## config.mk

```make
export PLATFORM = sky130hd
export DESIGN_NAME = param_ram_init_flat
export DESIGN_NICKNAME = d
export VERILOG_FILES = /design/src/rtl/param_ram_init_if.sv /design/src/rtl/param_ram_init.sv /design/src/flat_wrapper.sv
export SDC_FILE = /design/constraint.sdc
export NUM_CORES = 1
export LEC_CHECK = 0
export ABC_CLOCK_PERIOD_IN_PS = 3200
export CAP_MARGIN = 0
export CORE_AREA = 2 2 196 198
export DETAILED_ROUTE_END_ITERATION = 10
export DIE_AREA = 0 0 198 200
export PLACE_DENSITY = 0.5
export SYNTH_ARGS = -nofsm -noshare
export SYNTH_HDL_FRONTEND = slang
export SYNTH_SLANG_ARGS = --single-unit
```

## constraint.sdc

```tcl
create_clock -name clk -period 3.2 [get_ports clk]
set_input_delay 0.8 -clock clk [delete_from_list [all_inputs] [get_ports clk]]
set_output_delay 0.8 -clock clk [all_outputs]
set_load 0.03 [all_outputs]
```

## src/rtl/param_ram_init_if.sv

```systemverilog
// param_ram_init_if: request/response bus of the self-initialising RAM
interface param_ram_init_if #(
  parameter int DATA_W = 8,
  parameter int ADDR_W = 5
);
  logic [ADDR_W-1:0] addr;
  logic [DATA_W-1:0] data_in;
  logic rd;
  logic wr;
  logic [DATA_W-1:0] data_out;
  logic rd_valid;
  logic ready;
  logic err;
  modport master(output addr, data_in, rd, wr, input data_out, rd_valid, ready, err);
  modport slave(input addr, data_in, rd, wr, output data_out, rd_valid, ready, err);
endinterface

```

## src/rtl/param_ram_init.sv

```systemverilog
// param_ram_init: single-port RAM that clears itself to INIT_VAL after every reset
module param_ram_init #(
  parameter int DATA_W = 8,
  parameter int ADDR_W = 5,
  parameter logic [DATA_W-1:0] INIT_VAL = '0
) (
  input logic clk,
  input logic rst,
  param_ram_init_if.slave bus
);
  localparam int DEPTH = 1 << ADDR_W;
  typedef enum logic {INIT, IDLE} state_t;
  state_t st;
  logic [ADDR_W-1:0] cnt;
  logic [DATA_W-1:0] mem [DEPTH];
  logic we;
  logic [ADDR_W-1:0] wa;
  logic [DATA_W-1:0] wd;
  // INIT owns the write port (sweeping cnt); in IDLE the bus does; nothing is written under reset
  always_comb begin
    we = !rst && (st == INIT || bus.wr);
    wa = st == INIT ? cnt : bus.addr;
    wd = st == INIT ? INIT_VAL : bus.data_in;
  end
  // storage array, no reset so it maps onto RAM
  always_ff @(posedge clk) begin
    if (we) mem[wa] <= wd;
  end
  // init sequencer, registered read path and status pulses
  always_ff @(posedge clk or posedge rst) begin
    if (rst) begin
      st <= INIT;
      cnt <= '0;
      bus.data_out <= '0;
      bus.rd_valid <= 1'b0;
      bus.ready <= 1'b0;
      bus.err <= 1'b0;
    end else if (st == INIT) begin
      cnt <= cnt + 1'b1;
      bus.rd_valid <= 1'b0;
      bus.err <= bus.rd | bus.wr;
      if (cnt == '1) begin
        st <= IDLE;
        bus.ready <= 1'b1;
      end
    end else begin
      bus.rd_valid <= bus.rd;
      bus.err <= 1'b0;
      if (bus.rd) bus.data_out <= bus.wr ? bus.data_in : mem[bus.addr];
    end
  end
endmodule

```

## src/flat_wrapper.sv

```systemverilog
// flat-port wrapper written by rule: the top's interface ports become plain ports
module param_ram_init_flat 
#(
  parameter int DATA_W = 8,
  parameter int ADDR_W = 5,
  parameter logic [DATA_W-1:0] INIT_VAL = '0
)
  (clk, rst, bus_addr, bus_data_in, bus_rd, bus_wr, bus_data_out, bus_rd_valid, bus_ready, bus_err);
  param_ram_init_if #(.DATA_W(DATA_W), .ADDR_W(ADDR_W)) bus_i ();
  input logic clk;
  input logic rst;
  input wire logic [$bits(bus_i.addr)-1:0] bus_addr;
  input wire logic [$bits(bus_i.data_in)-1:0] bus_data_in;
  input wire logic [$bits(bus_i.rd)-1:0] bus_rd;
  input wire logic [$bits(bus_i.wr)-1:0] bus_wr;
  output wire logic [$bits(bus_i.data_out)-1:0] bus_data_out;
  output wire logic [$bits(bus_i.rd_valid)-1:0] bus_rd_valid;
  output wire logic [$bits(bus_i.ready)-1:0] bus_ready;
  output wire logic [$bits(bus_i.err)-1:0] bus_err;
  assign bus_i.addr = bus_addr;
  assign bus_i.data_in = bus_data_in;
  assign bus_i.rd = bus_rd;
  assign bus_i.wr = bus_wr;
  assign bus_data_out = bus_i.data_out;
  assign bus_rd_valid = bus_i.rd_valid;
  assign bus_ready = bus_i.ready;
  assign bus_err = bus_i.err;
  param_ram_init #(.DATA_W(DATA_W), .ADDR_W(ADDR_W), .INIT_VAL(INIT_VAL)) u_core (.clk(clk), .rst(rst), .bus(bus_i));
endmodule
```

==> flow_metrics.py, run 1 <==
metrics = {
    "floorplanning": {
        "die_y_um": 200,
        "start_util_pct": 29.67,
        "die_area_um2": 39600,
        "core_area_um2": 37400,
        "rows": 71,
        "die-width_um": 198,
        "io_pins": 28,
    },
    "grt": {
        "antenna_found_initial": 0,
        "grt_usage_pct": 13.92,
        "globalRouteOverflowTotal": 0,
        "grt_most_used_layer": "met2",
        "met2_usage_pct": 23.19,
        "grt_pass1_wl_um": 39910,
        "grt_use_met1_pct": 19.14,
        "use_met3_pct": 2.201,
        "grt_pass1_vias": 6099,
        "grt_max_degree": 49,
    },
    "timing": {
        "rsz0062_at_grt": "false",
        "setup-violations-final": 0,
        "finalHoldViolCount": 0,
        "fin_skew_ns": 0.01209,
        "period_needed_ns": 2.527,
        "worst_slew_pin_slew_ns": 0.9327,
        "finalSetupTns_ns": 0,
        "drv_slew": 0,
        "timing.final.crit_share_pct": 78.98,
        "relSlewSlack_pct": 37.59,
        "clock.fmax_ghz": 0.3957,
    },
    "logic_synthesis": {
        "yosys_warnings": 0,
        "synthTopCellsByArea": "edfxtp_1 (69%), mux2i_1 (9.0%), dfrtp_1 (3.8%), mux4_1 (2.1%), a22oi_1 (2.0%)",
        "netlist_instances": 655,
        "synth_commonest_cells": "edfxtp_1 (256), mux2i_1 (100), nand2_1 (45)",
        "synth_seq_area_share_pct": 73.11,
        "synth_top_area_cell": "edfxtp_1",
        "syn-mean-instance-area_um2": 16.94,
        "ys_types": 45,
        "synth-edff-count": 256,
        "synthesis.area_um2": 11100,
        "synthArstFlopShare_pct": 6.227,
        "yosysTopAreaCellShare_pct": 69.28,
        "synthFlopType": "edfxtp_1",
        "ys_ff_latch": 273,
        "syn_nets": 674,
        "yosys.cell_count.top_type": "edfxtp_1",
    },
    "critical_path": {
        "crit_path_end_kind": "register",
        "crit_chain": "clkdlybuf4s50_1 > nand2b_1 > a21oi_1 > nand2_1 > buf_4 > nor2_1",
        "cp_max_fo": 8,
        "slowest_delay_ns": 0.72,
        "ff2ff_setup_slack_ns": 0.69,
        "arrival_ns": 2.68,
        "r2r_cells": 5,
        "r2r_start": "u_core.st$_DFF_PP0_",
        "worst_ep_required_time_ns": 3.35,
        "slowest_stage": "nor2_1",
        "worstSetupPathType": "in -> reg",
        "r2r-end": "u_core.mem[26][7]$_DFFE_PP_",
        "start_kind": "input port",
    },
    "run_status": {
        "status": "finished, final reports clean",
    },
    "route": {
        "ant_nets": 0,
        "drt_iter0_drc": 454,
        "finalWirelength_um": 27100,
        "viasPerCell": 4.644,
        "wl_per_cell_um": 21.39,
        "drc_errors": 0,
        "vias": 5884,
        "firstDrtPassIters": 5,
    },
    "cts": {
        "cts_root_buf": "clkbuf_16",
        "cts_max_path_buffers": 3,
        "clk_pin_slew_worst_paths_ns": 0.06,
        "clk_latency_ns": 0.54,
        "htreeDepth": 1,
        "cts_resized": 0,
        "cts_tree": "built",
        "hold_buffers": 0,
        "clkSinkCount": 273,
        "post_cts.repair.setup_buffers": 0,
        "cts_made_buffers": 29,
    },
    "power": {
        "switchingPower_w": 0.001633,
        "pwr-share-seq_pct": 50.6,
        "leakagePower_nw": 4.540,
        "ir_drop_mv": 0.2749,
        "switching_share_pct": 20.93,
        "combinationalPowerShare_pct": 5.9,
        "intPower_w": 0.006171,
        "power.density_nw_per_um2": 593.4,
        "pwr-share-clk_pct": 43.6,
    },
    "layout": {
        "utilization_pct": 35.16,
        "n_antenna_cell": 0,
        "final_area_um2": 13150,
        "syn2layout_area_growth_pct": 18.50,
        "fin_nets": 752,
        "drive_above_1_share_pct": 15.48,
    },
    "min_path": {
        "whs_endpoint": "u_core.bus.ready$_DFFE_PP0P_",
        "hold_class": "reg -> reg",
        "hold_depth": 1,
        "min-delay-start": "u_core.bus.ready$_DFFE_PP0P_",
    },
    "placement": {
        "gp_routability_congestion": 0.7667,
        "placed_area_um2": 12170,
        "dpl.hpwl_um": 17660,
        "port_buffers": 27,
    },
    "job": {
        "drv_cap": 0,
    },
}
[layer usage]
| metal | share of wire, % | vias to the layer above |
|---|---|---|
| met5 | 0 | - |
| li1 | - | 2719 |
| met2 | 48 | 134 |
| met1 | 46 | 2999 |
| met4 | 1.9 | 0 |
| met3 | 4.6 | 32 |
[flip-flops by register name, summed over array words and instances, names as in the netlist]
register and flops:
u_core.cnt 5, u_core.bus.ready 1, u_core.mem 256, u_core.bus.rd_valid 1, u_core.st 1, u_core.bus.data_out 8, u_core.bus.err 1
[area by class of cell]
cell class / instances / area (um^2)
well taps: 511 / 639.4
fillers: 3539 / 24250
clock inverters: 13 / 167.7
flip-flops and latches: 273 / 8113
clock buffers: 41 / 810.8
inverters: 5 / 18.77
repair buffers: 80 / 683.2
multi-input cells: 344 / 2718
[power by group through the flow]
| stage | Clock (W) | Sequential (W) | Combinational [W] |
|---|---|---|---|
| floorplan | 0 | 0.00403 | 0.000253 |
| global placement | 0 | 0.00402 | 0.000463 |
| detailed placement | 0 | 0.00402 | 0.000465 |
| CTS | 0.00348 | 0.00395 | 0.000466 |
| global route | 0.00362 | 0.00394 | 0.000494 |
| finish | 0.00340 | 0.00395 | 0.000459 |
[cell families after synthesis]
group	share of synthesized area [%]
compound gates	5.232
xor+xnor	0.2368
simple gates	5.919
mux	12.88
flops	73.11
fa+ha+maj	0.2255
buf+inv	2.402
[per-stage QoR]
stage	hold slack [ns]	total power (W)	worst slack, ns	instances
global placement	0.4451	0.004483	0.09695	1213
finish	0.4666	0.007804	0.6726	1267
floorplan	0.4577	0.004286	0.6267	655
CTS	0.4834	0.007892	0.6654	1267
detailed placement	0.4699	0.004485	0.1471	1213
global route	0.4954	0.008055	0.5064	1267
[worst max-delay path by stage]
| stage | slack (ns) | end | startpoint |
|---|---|---|---|
| floorplan | 0.63 | u_core.mem[10][0]$_DFFE_PP_ | bus_addr[0] |
| global placement | 0.1 | u_core.mem[4][5]$_DFFE_PP_ | bus_wr |
| detailed placement | 0.15 | u_core.mem[4][6]$_DFFE_PP_ | bus_wr |
| CTS | 0.67 | bus_data_out[0] | u_core.bus.data_out[0]$_DFFE_PP0P_ |
| global route | 0.51 | u_core.mem[26][7]$_DFFE_PP_ | u_core.st$_DFF_PP0_ |
| finish | 0.67 | u_core.mem[26][7]$_DFFE_PP_ | bus_wr |
[critical path, delay by kind of cell]
family                 cells  cell delay, ns
buffers and inverters      2            0.67
AOI/OAI and AO/OA          1            0.29
and+or+nand+nor            3            0.93
[cells in the final DEF (no fill, tap or decap), types with 2 or more instances in the layout]
master / n
a211oi_1: 11
a211oi_2: 2
a21oi_1: 19
a22oi_1: 30
a32oi_1: 2
and2_1: 10
buf_12: 2
buf_4: 53
bufinv_16: 4
clkbuf_1: 8
clkbuf_16: 29
clkbuf_8: 4
clkdlybuf4s50_1: 24
clkinv_1: 4
clkinv_2: 4
dfrtp_1: 17
edfxtp_1: 256
ha_1: 2
inv_1: 4
mux2_2: 3
mux2i_1: 100
mux4_1: 9
mux4_2: 7
nand2_1: 45
nand2b_1: 2
nand3_1: 17
nand4_1: 8
nor2_1: 41
nor2b_1: 12
o22a_1: 7
xnor2_1: 3
(Power assumes the default switching activity.)
==> inputs of run 2 (changes only) <==
- ABC_CLOCK_PERIOD_IN_PS: 3200 -> 2300
- PLACE_DENSITY: 0.5 -> 0.52
- clock period: 3.2 -> 2.3 ns (I/O delays scaled with it)
==> run 2 against run 1 <==
Sequential power grew 38%. Global-route usage shrank 0.86 points. Sequential share of layout area shrank 1.0 points. Cell count grew 3.1%. Count of clock-buffer cells in the layout shrank 8. Non-clock buffer count grew 48. Design area grew 1.7%. Die area is the same. Utilization grew 0.58 points. Critical path type is now reg -> out. Critical endpoint is now bus_data_out[1]. Largest cell class unchanged.
==> flow_metrics.py, run 2 (synthesis results as in run 1) <==
metrics = {
    "run_status": {
        "status": "finished, final reports clean",
    },
    "critical_path": {
        "crit_family": "buffers and inverters",
        "arrival_ns": 1.57,
        "worstSetupPathType": "reg -> out",
        "crit_path_end_kind": "output port",
        "slowest_delay_ns": 0.69,
        "slowest_stage": "clkdlybuf4s50_1",
        "start_kind": "register",
        "worstPathBufferInverterCount": 1,
        "crit_chain": "clkdlybuf4s50_1",
        "worst_ep_required_time_ns": 1.73,
        "cp_max_fo": 2,
    },
    "layout": {
        "drive_above_1_share_pct": 19.77,
        "fin_nets": 797,
        "final_cells": 1306,
        "seqCellArea_um2": 8113,
        "utilization_pct": 35.74,
        "final_common_cell": "edfxtp_1",
        "multi_input_area_um2": 2725,
        "reg_top3": "u_core.mem x256, u_core.bus.data_out x8, u_core.cnt x5",
        "syn2layout_area_growth_pct": 20.46,
        "fill_cells": 3578,
        "final_area_um2": 13370,
        "largest_reg_flops": 256,
        "max_flop_register": "u_core.mem",
        "layout_common_cells": "edfxtp_1 (256), mux2i_1 (100), buf_4 (95)",
    },
    "power": {
        "ir_drop_mv": 0.5497,
        "leakagePower_nw": 4.696,
        "power.density_nw_per_um2": 748.3,
    },
    "grt": {
        "globalRouteOverflowTotal": 0,
        "grt_max_degree": 33,
        "grt_usage_pct": 13.06,
        "antenna_found_initial": 0,
        "grt_pass1_wl_um": 37850,
        "grt_use_met1_pct": 18.12,
        "grt_most_used_layer": "met2",
        "grt_pass1_vias": 6019,
        "use_met3_pct": 1.949,
        "met2_usage_pct": 21.74,
    },
    "cts": {
        "cts_root_buf": "clkbuf_16",
        "post_cts.repair.setup_buffers": 0,
        "cts_max_path_buffers": 3,
        "cts_made_buffers": 26,
        "htreeDepth": 1,
        "cts_resized": 0,
        "clk_pin_slew_worst_paths_ns": 0.06,
        "cts_tree": "built",
        "clkSinkCount": 273,
        "hold_buffers": 0,
        "clk_latency_ns": 0.53,
    },
    "route": {
        "drt_iter0_drc": 415,
        "viasPerCell": 4.609,
        "wl_per_cell_um": 19.78,
        "drc_errors": 0,
        "vias": 6019,
        "ant_nets": 0,
        "firstDrtPassIters": 5,
        "finalWirelength_um": 25830,
    },
    "placement": {
        "place_ws_ns": -0.1588,
        "gp_routability_congestion": 0.7922,
        "dpl.hpwl_um": 17080,
        "place_inst": 1261,
        "port_buffers": 27,
        "placed_area_um2": 12610,
    },
    "timing": {
        "relSlewSlack_pct": 68.58,
        "drv_slew": 0,
        "timing.final.crit_share_pct": 93.44,
        "worst_slack_ns": 0.1510,
        "worst_slew_pin_slew_ns": 0.4663,
        "rsz0062_at_grt": "false",
        "clock.fmax_ghz": 0.4653,
        "fin_skew_ns": 0.008197,
        "period_needed_ns": 2.149,
        "timing.hold.ws_ns": 0.4601,
        "finalHoldViolCount": 0,
        "setup-violations-final": 0,
    },
    "floorplanning": {
        "rows": 71,
        "io_pins": 28,
        "start_util_pct": 29.67,
        "die_area_um2": 39600,
        "die_y_um": 200,
        "die-width_um": 198,
        "core_area_um2": 37400,
    },
    "job": {
        "drv_cap": 0,
    },
    "min_path": {
        "hold_class": "reg -> reg",
    },
}
## run 2: worst paths after layout
check / from / to / slack [ns] / cells past startpoint
min in group asynchronous: rst / u_core.bus.err$_DFF_PP0_ / 0.53 / 3
setup reg to reg: u_core.st$_DFF_PP0_ / u_core.mem[27][7]$_DFFE_PP_ / 0.39 / 6
hold / removal: u_core.bus.ready$_DFFE_PP0P_ / u_core.bus.ready$_DFFE_PP0P_ / 0.46 / 1
hold reg to reg: u_core.bus.ready$_DFFE_PP0P_ / u_core.bus.ready$_DFFE_PP0P_ / 0.46 / 1
max in group asynchronous: rst / u_core.bus.ready$_DFFE_PP0P_ / 1.58 / 3
setup / recovery: u_core.bus.data_out[1]$_DFFE_PP0P_ / bus_data_out[1] / 0.15 / 1
## run 2: cell type report
cell class | count | area share, %
diodes | 1 | 0.01872
clock buffers | 33 | 5.223
clock inverters | 11 | 0.3931
inverters | 5 | 0.1404
multi-input cells | 344 | 20.39
flip-flops and latches | 273 | 60.69
well taps | 511 | 4.783
repair buffers | 128 | 8.368
## run 2: report_power, final
part | total (W) | internal [W] | leakage (nW) | switching [W]
Clock | 0.00383 | 0.00212 | 0.361 | 0.00171
Sequential | 0.00547 | 0.00546 | 2.51 | 0.0000118
Combinational | 0.000701 | 0.000283 | 1.83 | 0.000417
Total | 0.0100 | 0.00787 | 4.70 | 0.00214
## run 2: metrics by stage
stage               setup TNS (ns)  power (W)
floorplan                   -10.39   0.005964
global placement            -10.78   0.006280
detailed placement          -11.73   0.006280
CTS                              0    0.01009
global route                     0    0.01030
finish                           0    0.01000
## run 2: metal layers
metal	wire length [um]	up-vias
met3	1233	28
met2	12090	136
li1	-	2806
met1	12130	3049
met4	377	0
met5	0	-
